==> config.mk <==
export PLATFORM = sky130hd
export DESIGN_NAME = prim_pipe_chain
export DESIGN_NICKNAME = d
export VERILOG_FILES = /design/src/rtl/prim_pipe_chain.sv
export SDC_FILE = /design/constraint.sdc
export NUM_CORES = 1
export LEC_CHECK = 0
export CORE_MARGIN = 5
export CORE_UTILIZATION = 35
export CTS_CLUSTER_SIZE = 40
export DETAILED_ROUTE_END_ITERATION = 6
export PLACE_DENSITY_LB_ADDON = 0.12
export SKIP_CTS_REPAIR_TIMING = 1
export SLEW_MARGIN = 40
export SYNTH_ARGS = -nofsm -noshare
export SYNTH_HDL_FRONTEND = slang
export SYNTH_SLANG_ARGS = --single-unit
==> constraint.sdc <==
create_clock -name clk -period 1.9 [get_ports clk]
set_input_delay 0.475 -clock clk [delete_from_list [all_inputs] [get_ports clk]]
set_output_delay 0.475 -clock clk [all_outputs]
set_load 0.05 [all_outputs]
==> src/rtl/prim_pipe_chain.sv <==
// Pipelined XOR/NOT primitive chain: DEPTH registered stages, each applying a
// +1/-1 mod 4 step to every 2-bit lane, with bubble-collapsing valid/ready.
module prim_pipe_chain #(
  parameter int IO_PAIRS = 6,
  parameter int DEPTH    = 4,
  parameter int CW       = $clog2(DEPTH + 1)
) (
  input  logic                  clk,
  input  logic                  rst_n,
  input  logic                  in_valid,
  output logic                  in_ready,
  input  logic [2*IO_PAIRS-1:0] in_data,
  input  logic                  in_dir,
  output logic                  out_valid,
  input  logic                  out_ready,
  output logic [2*IO_PAIRS-1:0] out_data,
  output logic                  out_dir,
  output logic [CW-1:0]         occupancy
);

  localparam int W = 2 * IO_PAIRS;

  // One primitive step per lane: b0 always inverts, b1 picks up the carry/borrow.
  function automatic logic [W-1:0] prim(input logic [W-1:0] x, input logic dir);
    logic [W-1:0] y;
    y = '0;
    for (int j = 0; j < IO_PAIRS; j++) begin
      y[2*j]   = ~x[2*j];
      y[2*j+1] = x[2*j+1] ^ x[2*j] ^ dir;
    end
    return y;
  endfunction

  logic [DEPTH-1:0] r_v;
  logic [W-1:0]     r_d [DEPTH];
  logic [DEPTH-1:0] r_r;
  logic [CW-1:0]    r_occ;

  logic [DEPTH-1:0] w_ld;
  logic [DEPTH-1:0] w_adv;
  logic [DEPTH-1:0] w_src_v;
  logic [W-1:0]     w_src_d [DEPTH];
  logic [DEPTH-1:0] w_src_r;
  logic             w_in_fire;
  logic             w_out_fire;

  // Load chain walked from the output back so each stage sees its successor's ld.
  always_comb begin
    logic w_carry;
    w_ld    = '0;
    w_adv   = '0;
    w_carry = out_ready;
    for (int k = DEPTH - 1; k >= 0; k--) begin
      w_adv[k] = r_v[k] & w_carry;
      w_ld[k]  = ~r_v[k] | w_adv[k];
      w_carry  = w_ld[k];
    end
  end

  // Next contents offered to each stage: the input for stage 0, else the previous stage.
  always_comb begin
    w_src_v    = '0;
    w_src_r    = '0;
    w_src_v[0] = in_valid;
    w_src_d[0] = prim(in_data, in_dir);
    w_src_r[0] = in_dir;
    for (int k = 1; k < DEPTH; k++) begin
      w_src_v[k] = r_v[k-1];
      w_src_d[k] = prim(r_d[k-1], r_r[k-1]);
      w_src_r[k] = r_r[k-1];
    end
  end

  // Stage registers: a stage loads only when its ld is high, otherwise it holds.
  always_ff @(posedge clk or negedge rst_n) begin
    if (!rst_n) begin
      r_v <= '0;
      r_r <= '0;
      for (int k = 0; k < DEPTH; k++) begin
        r_d[k] <= '0;
      end
    end else begin
      for (int k = 0; k < DEPTH; k++) begin
        if (w_ld[k]) begin
          r_v[k] <= w_src_v[k];
          r_d[k] <= w_src_d[k];
          r_r[k] <= w_src_r[k];
        end
      end
    end
  end

  assign w_in_fire  = in_valid & w_ld[0];
  assign w_out_fire = r_v[DEPTH-1] & out_ready;

  // Occupancy tracks popcount of r_v; simultaneous fires cancel.
  always_ff @(posedge clk or negedge rst_n) begin
    if (!rst_n) begin
      r_occ <= '0;
    end else begin
      case ({w_in_fire, w_out_fire})
        2'b10:   r_occ <= r_occ + CW'(1);
        2'b01:   r_occ <= r_occ - CW'(1);
        default: r_occ <= r_occ;
      endcase
    end
  end

  assign in_ready  = w_ld[0];
  assign out_valid = r_v[DEPTH-1];
  assign out_data  = r_d[DEPTH-1];
  assign out_dir   = r_r[DEPTH-1];
  assign occupancy = r_occ;

endmodule
==> flow_summary.yaml <==
die:
  die_y_um: 98.5
  start_util_pct: 35.6
  core_area_sq_um: 7690
  die-area_sq_um: 9700
  chipWidth_um: 98.5
  io_pins: 35
  rows: 32
placed_design:
  dp_worst_setup_slack_ns: -0.678
  portBuffers: 34
  dp_cells: 364
  dp_hpwl_um: 3040
  place_congestion: 0.661
grt:
  grt_usage_pct: 10.2
  grt.overflow.total: 0
  grt_pass1_vias: 1661
  grt_max_degree: 60
  grt_pass1_wl_um: 7830
  antenna_found_initial: 0
drt:
  dr.pass1.iters: 4
  routed-via-count: 1604
  drt_wl_total_um: 4410
  avgRoutedWirePerCell_um: 11.6
  drc: 0
  drt_iter0_markers: 37
  viasPerCell: 4.21
  postRouteAntennaNets: 0
critical_path:
  startpoint_type: "register"
  cp_max_fo: 2
  r2r_start: "r_v[3]$_DFFE_PN0P_"
  crit_arrival_ns: 1.38
  reg2reg_slack_ns: 0.05
  end_kind: "output pin"
  rr_endpoint: "occupancy[2]$_DFFE_PN0P_"
  required_ns: 1.42
  reg2reg_depth: 10
  worstSetupPathType: "register to output pin"
pwr:
  clock_power_share_pct: 20.1
  p_seq_share_pct: 41.1
  ir_drop_v: 0.000366
  leakage_uw: 0.00137
  share_comb_of_total_power_pct: 38.8
  p_total_uw: 4670
  intPower_uw: 2970
  swShare_pct: 36.4
  power.density_nw_per_um2: 1410
  power.net_switching_uw: 1700
flow_run:
  max_cap_violations: 0
layout:
  area_growth_pct: 20.5
  final_cells: 381
  num_antenna_cells: 0
  layout_common_cells: "58 x dfrtp_1, 37 x xnor2_1, 27 x buf_4"
  n_fill_cell: 783
  final_nets: 294
  drive_gt1_share_pct: 24.4
  layout_commonest_cell: "dfrtp_1"
timing:
  worst_pin_slew_ns: 0.374
  max_freq_ghz: 0.540
  setup_viol: 0
  finalClockSkew_ns: 0.00687
  rsz0062_at_grt: "true"
  slew_headroom_pct: 75.1
  final_hold_viol_count: 0
  fin_crit_sh_pct: 97.5
  min_period_ns: 1.85
  slew_violations: 0
  layout_setup_ws_ns: 0.0473
yosys:
  yosysSeqAreaShare_pct: 53.9
  yosysWarningCount: 0
  yosysTopAreaCellShare_pct: 53.9
  synth_area_leader_cell: "dfrtp_1"
  synth_seq_cells: 59
  ys_types: 24
  syn_nets: 262
  post_synth.cell_area_avg_sq_um: 11.3
  synthCells: 243
  synth_area_sq_um: 2740
  ys_top_cells_by_area: "dfrtp_1 54%, xnor2_1 12%, mux2_2 6.2%, xor2_1 4.5%, buf_4 4.4%"
clocking:
  htree_levels: 3
  cts_buffers: 9
  clk_path_buf_depth: 2
  root_buffer: "clkbuf_8"
  cts_tree: "done"
  clkTransAtPathRegs_ns: 0.06
  insertion_delay_ns: 0.32
  cts.sinks: 59
hold_path:
  hp-class: "primary input to asynchronous set/reset pin"
run_status:
  outcome: "finished clean"
## per-layer routing
metal  routed length, um  global-route usage [%]
met5                   0                       0
met4                  86                    6.30
met3                 216                    3.47
met2                1860                    13.9
met1                2250                    13.7
## how the worst max path moves through the flow
stage,cells after the start,slack [ns],from,endpoint
4_1_cts,11,-0.32,out_ready,occupancy[2]$_DFFE_PN0P_
5_1_grt,10,-0.07,r_v[3]$_DFFE_PN0P_,occupancy[2]$_DFFE_PN0P_
6_report,5,0.05,r_v[3]$_DFFE_PN0P_,in_ready
3_5_place_dp,11,-0.68,out_ready,occupancy[2]$_DFFE_PN0P_
3_3_place_gp,11,-0.63,out_ready,occupancy[2]$_DFFE_PN0P_
2_1_floorplan,10,-0.44,r_v[3]$_DFFE_PN0P_,occupancy[2]$_DFFE_PN0P_
## cell usage after synthesis (all sizes together)
library cell and n:
nand2 14, nand3 12, and2 2, or2 1, xor2 14, ha 1, and4b 1, fa 1
mux2 16, clkbuf 3, a21oi 12, inv 4, nor2 13, xnor2 37, dfrtp 59, o21ai 25
nand3b 1, nand2b 4, buf 23
## logic make-up after synthesis
logic type | synth area share, %
compound gates | 6.76
xor+xnor | 16.3
fa+ha+maj | 1.19
buf+inv | 7.08
flops | 53.9
mux | 6.58
simple gates | 8.22
## per-stage QoR
step	cell area [sq um]	hold WS (ns)	util, %	setup TNS [ns]
floorplan	2740	0.179	-	-0.826
CTS	3260	0.150	42.4	-0.782
detailed placement	3100	0.457	40.3	-1.95
finish	3300	0.145	43.0	0
global placement	3100	0.453	40.3	-1.89
global route	3300	0.161	43.0	-0.0888
## registers in the layout, indices dropped and copies added, names as in the netlist
register   count
r_d           36
out_data      12
r_r            4
r_v            4
occupancy      3
## area by class of cell
cell class                      count  area [sq um]  share of cell area (%)
Tap cell                          102           128                    3.86
Multi-Input combinational cell    154          1090                    32.9
Sequential cell                    59          1480                    44.7
Inverter                            4          15.0                   0.455
Clock inverter                      3          15.0                   0.455
Clock buffer                       12           145                    4.39
Timing Repair Buffer               47           435                    13.2
## power groups by stage
stage          registers [uW]  logic (uW)  clock network, uW
2_1_floorplan            2000        1430                  0
3_3_place_gp             1940        1790                  0
3_5_place_dp             1950        1810                  0
4_1_cts                  1930        1810                989
5_1_grt                  1980        1980               1050
6_report                 1920        1810                939
## worst max-delay path, cell delays in order (launching register included)
cell	delay (ns)
dfrtp_2	0.36
and4b_1	0.23
and2_4	0.16
inv_2	0.04
buf_4	0.13
buf_8	0.14
No activity file was read; power rests on OpenSTA's default activity.
